[src/rtl/i2s_tx_10xe_axi4_lite_regs.sv]
// AXI4-Lite control/status register file for the I2S transmitter core.
// Optional macro I2S_TX_10XE_AXI4_LITE_SLVERR_EN: unmapped accesses answer SLVERR instead of OKAY.
module i2s_tx_10xe_axi4_lite_regs #(
    parameter logic [31:0] VERSION     = 32'h0001_0000,
    parameter logic [7:0]  CLK_DIV_RST = 8'd4
) (
    input  logic        s_axi_ctrl_aclk,
    input  logic        s_axi_ctrl_areset,
    input  logic        s_axi_ctrl_awvalid,
    output logic        s_axi_ctrl_awready,
    input  logic [7:0]  s_axi_ctrl_awaddr,
    input  logic        s_axi_ctrl_wvalid,
    output logic        s_axi_ctrl_wready,
    input  logic [31:0] s_axi_ctrl_wdata,
    output logic        s_axi_ctrl_bvalid,
    input  logic        s_axi_ctrl_bready,
    output logic [1:0]  s_axi_ctrl_bresp,
    input  logic        s_axi_ctrl_arvalid,
    output logic        s_axi_ctrl_arready,
    input  logic [7:0]  s_axi_ctrl_araddr,
    output logic        s_axi_ctrl_rvalid,
    input  logic        s_axi_ctrl_rready,
    output logic [31:0] s_axi_ctrl_rdata,
    output logic [1:0]  s_axi_ctrl_rresp,
    output logic        core_en_o,
    output logic [7:0]  clk_div_o,
    output logic        irq_o,
    input  logic        underflow_i,
    input  logic        tx_busy_i
);

    // Word indices (byte address >> 2)
    localparam logic [5:0] A_VERSION = 6'h00;
    localparam logic [5:0] A_CTRL    = 6'h02;
    localparam logic [5:0] A_STATUS  = 6'h03;
    localparam logic [5:0] A_INT     = 6'h04;
    localparam logic [5:0] A_ERR     = 6'h05;
    localparam logic [5:0] A_DIV     = 6'h08;
`ifdef I2S_TX_10XE_AXI4_LITE_SLVERR_EN
    localparam logic [1:0] RESP_UNMAPPED = 2'b10;
`else
    localparam logic [1:0] RESP_UNMAPPED = 2'b00;
`endif

    logic        awready_q, awready_d, wready_q, wready_d;
    logic        aw_held_q, aw_held_d, w_held_q, w_held_d;
    logic [5:0]  awaddr_q, awaddr_d;
    logic [7:0]  wdata_q, wdata_d;
    logic        bvalid_q, bvalid_d;
    logic [1:0]  bresp_q, bresp_d;
    logic        arready_q, arready_d, rvalid_q, rvalid_d;
    logic [31:0] rdata_q, rdata_d;
    logic [1:0]  rresp_q, rresp_d;
    logic        core_en_q, core_en_d, int_en_q, int_en_d;
    logic        err_q, err_d, irq_q, irq_d;
    logic [7:0]  clk_div_q, clk_div_d;

    logic        aw_hs, w_hs, b_hs, ar_hs, r_hs, commit;
    logic        wr_mapped, rd_mapped;
    logic [31:0] rd_word;
    logic        unused_addr_bits;

    assign unused_addr_bits = ^{s_axi_ctrl_awaddr[1:0], s_axi_ctrl_araddr[1:0], s_axi_ctrl_wdata[31:8]};

    function automatic logic is_mapped(input logic [5:0] a);
        case (a)
            A_VERSION, A_CTRL, A_STATUS, A_INT, A_ERR, A_DIV: return 1'b1;
            default: return 1'b0;
        endcase
    endfunction

    always_comb begin
        rd_word = 32'h0;
        case (s_axi_ctrl_araddr[7:2])
            A_VERSION: rd_word = VERSION;
            A_CTRL:    rd_word[0] = core_en_q;
            A_STATUS:  rd_word[0] = tx_busy_i;
            A_INT:     rd_word[0] = int_en_q;
            A_ERR:     rd_word[0] = err_q;
            A_DIV:     rd_word[7:0] = clk_div_q;
            default:   rd_word = 32'h0;
        endcase
    end

    always_comb begin
        aw_hs     = s_axi_ctrl_awvalid & awready_q;
        w_hs      = s_axi_ctrl_wvalid & wready_q;
        b_hs      = bvalid_q & s_axi_ctrl_bready;
        ar_hs     = s_axi_ctrl_arvalid & arready_q;
        r_hs      = rvalid_q & s_axi_ctrl_rready;
        commit    = aw_held_q & w_held_q;
        wr_mapped = is_mapped(awaddr_q);
        rd_mapped = is_mapped(s_axi_ctrl_araddr[7:2]);

        awready_d = awready_q;  wready_d  = wready_q;
        aw_held_d = aw_held_q;  w_held_d  = w_held_q;
        awaddr_d  = awaddr_q;   wdata_d   = wdata_q;
        bvalid_d  = bvalid_q;   bresp_d   = bresp_q;
        arready_d = arready_q;  rvalid_d  = rvalid_q;
        rdata_d   = rdata_q;    rresp_d   = rresp_q;
        core_en_d = core_en_q;  int_en_d  = int_en_q;
        clk_div_d = clk_div_q;  err_d     = err_q;
        irq_d     = err_q & int_en_q;

        if (aw_hs) begin
            aw_held_d = 1'b1;
            awready_d = 1'b0;
            awaddr_d  = s_axi_ctrl_awaddr[7:2];
        end
        if (w_hs) begin
            w_held_d = 1'b1;
            wready_d = 1'b0;
            wdata_d  = s_axi_ctrl_wdata[7:0];
        end
        if (commit) begin
            aw_held_d = 1'b0;
            w_held_d  = 1'b0;
            bvalid_d  = 1'b1;
            bresp_d   = wr_mapped ? 2'b00 : RESP_UNMAPPED;
            case (awaddr_q)
                A_CTRL:  core_en_d = wdata_q[0];
                A_INT:   int_en_d  = wdata_q[0];
                A_ERR:   if (wdata_q[0]) err_d = 1'b0;
                A_DIV:   clk_div_d = wdata_q;
                default: ;
            endcase
        end
        // Ready lines come back only once the response has been taken
        if (b_hs) begin
            bvalid_d  = 1'b0;
            bresp_d   = 2'b00;
            awready_d = 1'b1;
            wready_d  = 1'b1;
        end
        if (underflow_i) err_d = 1'b1;

        if (ar_hs) begin
            arready_d = 1'b0;
            rvalid_d  = 1'b1;
            rdata_d   = rd_word;
            rresp_d   = rd_mapped ? 2'b00 : RESP_UNMAPPED;
        end
        if (r_hs) begin
            rvalid_d  = 1'b0;
            arready_d = 1'b1;
        end
    end

    always_ff @(posedge s_axi_ctrl_aclk or posedge s_axi_ctrl_areset) begin
        if (s_axi_ctrl_areset) begin
            awready_q <= 1'b1;  wready_q  <= 1'b1;
            aw_held_q <= 1'b0;  w_held_q  <= 1'b0;
            awaddr_q  <= 6'h0;  wdata_q   <= 8'h0;
            bvalid_q  <= 1'b0;  bresp_q   <= 2'b00;
            arready_q <= 1'b1;  rvalid_q  <= 1'b0;
            rdata_q   <= 32'h0; rresp_q   <= 2'b00;
            core_en_q <= 1'b0;  int_en_q  <= 1'b0;
            clk_div_q <= CLK_DIV_RST;
            err_q     <= 1'b0;  irq_q     <= 1'b0;
        end else begin
            awready_q <= awready_d;  wready_q  <= wready_d;
            aw_held_q <= aw_held_d;  w_held_q  <= w_held_d;
            awaddr_q  <= awaddr_d;   wdata_q   <= wdata_d;
            bvalid_q  <= bvalid_d;   bresp_q   <= bresp_d;
            arready_q <= arready_d;  rvalid_q  <= rvalid_d;
            rdata_q   <= rdata_d;    rresp_q   <= rresp_d;
            core_en_q <= core_en_d;  int_en_q  <= int_en_d;
            clk_div_q <= clk_div_d;
            err_q     <= err_d;      irq_q     <= irq_d;
        end
    end

    assign s_axi_ctrl_awready = awready_q;
    assign s_axi_ctrl_wready  = wready_q;
    assign s_axi_ctrl_bvalid  = bvalid_q;
    assign s_axi_ctrl_bresp   = bresp_q;
    assign s_axi_ctrl_arready = arready_q;
    assign s_axi_ctrl_rvalid  = rvalid_q;
    assign s_axi_ctrl_rdata   = rdata_q;
    assign s_axi_ctrl_rresp   = rresp_q;
    assign core_en_o          = core_en_q;
    assign clk_div_o          = clk_div_q;
    assign irq_o              = irq_q;

endmodule

[config.mk]
export PLATFORM = sky130hd
export DESIGN_NAME = i2s_tx_10xe_axi4_lite_regs
export DESIGN_NICKNAME = d
export VERILOG_FILES = /design/src/rtl/i2s_tx_10xe_axi4_lite_regs.sv
export SDC_FILE = /design/constraint.sdc
export NUM_CORES = 1
export LEC_CHECK = 0
export CAP_MARGIN = 20
export CORE_ASPECT_RATIO = 0.75
export CORE_UTILIZATION = 34
export DETAILED_ROUTE_END_ITERATION = 6
export GPL_TIMING_DRIVEN = 0
export PLACE_DENSITY = 0.76
export SYNTH_ARGS = -nofsm -noshare
export SYNTH_HDL_FRONTEND = slang
export SYNTH_SLANG_ARGS = --single-unit
[constraint.sdc]
create_clock -name s_axi_ctrl_aclk -period 1.5 [get_ports s_axi_ctrl_aclk]
set_clock_uncertainty 0.15 [all_clocks]
set_input_delay 0.375 -clock s_axi_ctrl_aclk [delete_from_list [all_inputs] [get_ports s_axi_ctrl_aclk]]
set_output_delay 0.375 -clock s_axi_ctrl_aclk [all_outputs]
set_load 0.03 [all_outputs]
======== Yosys cells after proc, flatten, opt, wreduce, memory -nomap -nowiden ========
Cells that the tools add are included.
W data, S select, Z words.
cells by class
  add/sub/neg operators ................... 0
  $mul .................................... 0
  divide/modulo/power cells ............... 0
  order comparisons ....................... 0
  equality and inequality tests ........... 9
  shifts and indexed selects .............. 0
  muxes and demuxes ....................... 23
  bitwise logic cells ..................... 7
  reduce and logical (&&, ||, !) cells .... 14
operators by type and width
  operator              count
  $eq A6 B3 Y1 const B  4
  $eq A6 B2 Y1 const B  3
  $mux W1               18
  $reduce_bool A2 Y1    9
  $eq A6 B4 Y1 const B  2
  $mux W9               1
  $and A1 B1 Y1         7
  $mux W7               1
  $logic_not A6 Y1      1
  $reduce_and A2 Y1     3
  $pmux W1 S5           1
  $mux W2               2
  $reduce_and A3 Y1     1
word-level totals
  bits in registers ....................... 67
  bits in latches ......................... 0
  RAM bits ................................ 0
  memory bits (read-only) ................. 0
  bits of input ports ..................... 57
  output and inout port bits .............. 51
  logic and storage cells ................. 69
  memories ................................ 0

======== Longest topological paths before layout ========
  word-level depth ........................ 4
  gate-level depth with buffers ........... 4

======== Least setup slack after synthesis ========
Ideal clock, no wire load.
  path type ............................... input-to-reg
  start ................................... in s_axi_ctrl_araddr[2]
  end ..................................... reg rdata_q[0] (netlist: s_axi_ctrl_rdata[0])
  setup time .............................. 0.065 ns
  arrival time ............................ 1.396 ns
  slack ................................... -0.111 ns
  stages .................................. 3
  buffers on the path ..................... 0
  cell sequence ........................... or4b_4 -> nor4_4 -> a221o_2
on the way
  cells in the longest elaborated chain, start to end .. 2
RTL lines
  element                                     RTL line  RTL
  start: declaration                          20        input logic [7:0] s_axi_ctrl_araddr,
  $eq A6 B4 Y1, or another cell as far along  74        case (s_axi_ctrl_araddr[7:2])
  $pmux W1 S5 (*)                             74
  end signal: assignment                      166       rdata_q <= rdata_d; rresp_q <= rresp_d;
  end: declaration                            52        logic [31:0] rdata_q, rdata_d;
Every way passes the cells marked *; elsewhere a longest branch is shown, timed or not.
A chain may end at the register's enable or synchronous reset.

======== Worst setup path in the final report ========
  start ................................... reg awaddr_q[4]
  end ..................................... reg clk_div_q[1] (netlist: clk_div_o[1])
on the way
  cells in the longest elaborated chain, start to end .. 2
RTL lines
  element                      RTL line  RTL
  start: declaration           47        logic [5:0] awaddr_q, awaddr_d;
  start signal: assignment     163       awaddr_q <= awaddr_d; wdata_q <= wdata_d;
  $eq A6 B4 Y1                 --
  $reduce_and A2 Y1 (no line)  --
  end signal: assignment       168       clk_div_q <= clk_div_d;
  end: declaration             56        logic [7:0] clk_div_q, clk_div_d;
No other way between the ends.

==> run metrics <==
final core occ=between 50% and 60%; root buffer cell=clkbuf_8; Synth top area share=between 50% and 60%; Filler cells=a little over 500; Max FO, Critical Path=8; vias per cell=about 4.2; leading area contributor after synthesis=dfrtp_1; final antenna-violating net count=0; Synth-to-Final Area Change=43.49%; mapped cell area=~1900 sq um; first-pass GRT wire length=about 5.5 mm; setup ws final=-43.13 ps; initial antenna violation count=0; drt wl/cell=11.75 um; Worst slew margin=43.59%; critical path startpoint category=flop; fin crit share=102.9%; Iter 0 DRT Violations=35; worst path required time=1530 ps; syn_area_per_cell=13.36 sq um; CTS tree=built; overall routing resource usage=12.78%; ys flop type=dfrtp_1; Reg clk slew, reported paths=roughly 80 ps; GPL Wtd Cong=between 0.6 and 0.7; Num CTS Buffers=5; Arrival @ worst endpoint=1570 ps; synth warn=0; layout cells sized above 1=47.03%; number of hold buffers added after CTS=0; largest net degree at the start of global routing=43; IO Port Bufs=52; unrepaired setup endpoints after global routing=yes; core area=5353 sq um; outcome=complete, but fails checks; final hold viol count=0; Worst Tran Pin Value=844.9 ps; H-tree Lvls=2; Final min period=~1500 ps; die width=87.96 um; Clock Sinks=42; Peak VDD IR=697.3 uV; vias in the first global route=between 1k and 1.5k; failing checks=setup timing; Ant. Diodes=0; Post-Synthesis Cells=141; post-synthesis cell type count=28; Final Cell Area=between 2000 and 3000 sq um; drt pass-1 iters=4; DPL Wire Length=~2.6 mm; register area share after synthesis=between 50% and 60%; Post-synth top cells=dfrtp_1, buf_4, mux2_2; I/O pins=~110; GRT Residual Overflow=0; placed inst area=~2600 sq um; EDFF count, synth=0; Finished Layout Cells=approximately 310; Worst Hold Class=input port to flop; max-slew violations=0; max frequency=between 600 and 700 MHz; pwr/cell area=around 1300 nW/um^2; Initial Utilization=35.20%; DRC violations left=0; dpl cells=a little under 300; die height=66.47 um; Maximum Capacitance Violations=0; Clock Tree Buf Depth=2; Yosys reg bits=42; final setup fails=12; leakage power=~1.4 nW; drt total wl=between 3 and 4 mm; Die ar.=5847 sq um; clk_lat worst skew=around 280 ps; cells taking the most area after synthesis=dfrtp_1, mux2_2, buf_4, dfstp_2, a22o_1; Design Power=approximately 3.5 mW; count leader, synth=dfrtp_1; Post-synth ARST share=100.0%; NumNets Final=between 200 and 300; CP Class=flop to flop; row cnt=23; CP endpoint kind=flop; via count=1,295
timing repair:
action | in CTS | in global routing
gates resized for setup | 136 | 15
endpoints found under the setup margin | 44 | 29
hold endpoints to repair | 0 | 0
pin swaps | 6 | 2
setup buffers | 3 | 6
cloned | 0 | 0
flip-flops by register name, summed over array words and instances, names as in the netlist:
register,count
s_axi_ctrl_arready,1
core_en_o,1
s_axi_ctrl_awready,1
awaddr_q,6
int_en_q,1
w_held_q,1
irq_o,1
s_axi_ctrl_rvalid,1
wdata_q,8
s_axi_ctrl_rdata,9
aw_held_q,1
s_axi_ctrl_bvalid,1
err_q,1
s_axi_ctrl_wready,1
clk_div_o,8
final timing paths:
path	slack, ps	cells after the start	end	from
max	-40	3	clk_div_o[1]$_DFFE_PP0P_	awaddr_q[4]$_DFFE_PP0P_
min	160	2	s_axi_ctrl_arready$_DFFE_PP1P_	s_axi_ctrl_arvalid
max reg2reg	-40	3	clk_div_o[1]$_DFFE_PP0P_	awaddr_q[4]$_DFFE_PP0P_
min reg2reg	350	2	s_axi_ctrl_rdata[16]$_DFFE_PP0P_	s_axi_ctrl_rdata[16]$_DFFE_PP0P_
max in group asynchronous	240	2	clk_div_o[3]$_DFFE_PP0P_	s_axi_ctrl_areset
min in group asynchronous	420	2	awaddr_q[5]$_DFFE_PP0P_	s_axi_ctrl_areset
through the flow:
stage                     worst slack [ps]  hold slack [ps]  TNS (ps)
after floorplan                     -109.5            288.0    -640.8
after global placement              -869.0            309.1    -48770
after detailed placement            -863.7            327.7    -21330
after CTS                           -45.99            200.9    -419.7
after global routing                -100.6            183.7    -965.4
final                               -43.13            158.1    -335.5
cells by family (layout without fill, tap and decap cells):
family                 after synthesis  in the layout  synth area share (%)
buffers and inverters               32            101                 11.75
multiplexers                        30             30                 17.53
AND/OR/NAND/NOR                     22             22                 8.632
AO/OA/AOI/OAI                       14             14                 5.844
other                                1             27                0.1990
flip-flops                          42             42                 56.04
report_power, final:
group	total [mW]	internal (mW)	switching, mW
Sequential	1.65	1.44	0.206
Combinational	1.00	0.531	0.474
Clock	0.870	0.490	0.380
Total	3.52	2.46	1.06
per-layer routing:
layer | wire length (um) | vias to the layer above | global-route usage (%)
met2 | 1753 | 47 | 21.51
met1 | 1610 | 619 | 15.31
met3 | 271 | 2 | 4.337
met4 | 17 | 0 | 4.303
li1 | - | 627 | -
met5 | 0 | - | 0
area by class of cell:
class / count / area [sq um] / share of cell area (%)
Multi-Input combinational cell: 93 / 725.7 / 26.84
Sequential cell: 42 / 1056 / 39.06
Clock inverter: 3 / 40.04 / 1.481
Clock buffer: 5 / 68.82 / 2.545
Tap cell: 75 / 93.84 / 3.471
Timing Repair Buffer: 61 / 494.2 / 18.28
Inverter: 4 / 15.01 / 0.5553
Buffer: 28 / 210.2 / 7.774
layout by cell type (no fill, tap or decap), drive strengths merged:
master	count
buf	63
nand4	1
mux2i	6
inv	4
conb	27
nand4b	2
nand2	7
nand3b	1
nor4	2
o21ai	3
clkinv	2
nand2b	2
or4	1
mux2	24
o22ai	1
clkbuf	6
and2	2
bufinv	1
nor3b	1
a21o	1
a221o	1
dfstp	4
a22o	7
nor2	1
and4bb	1
clkdlybuf4s50	22
or4b	1
dlymetal6s2s	2
clkdlybuf4s15	1
o41ai	1
dfrtp	38
critical path, stage by stage (launching register included):
cell      delay [ps]
dfrtp_1          390
and4bb_2         360
nand4b_4         210
mux2_2           330
(Power assumes the default switching activity.)
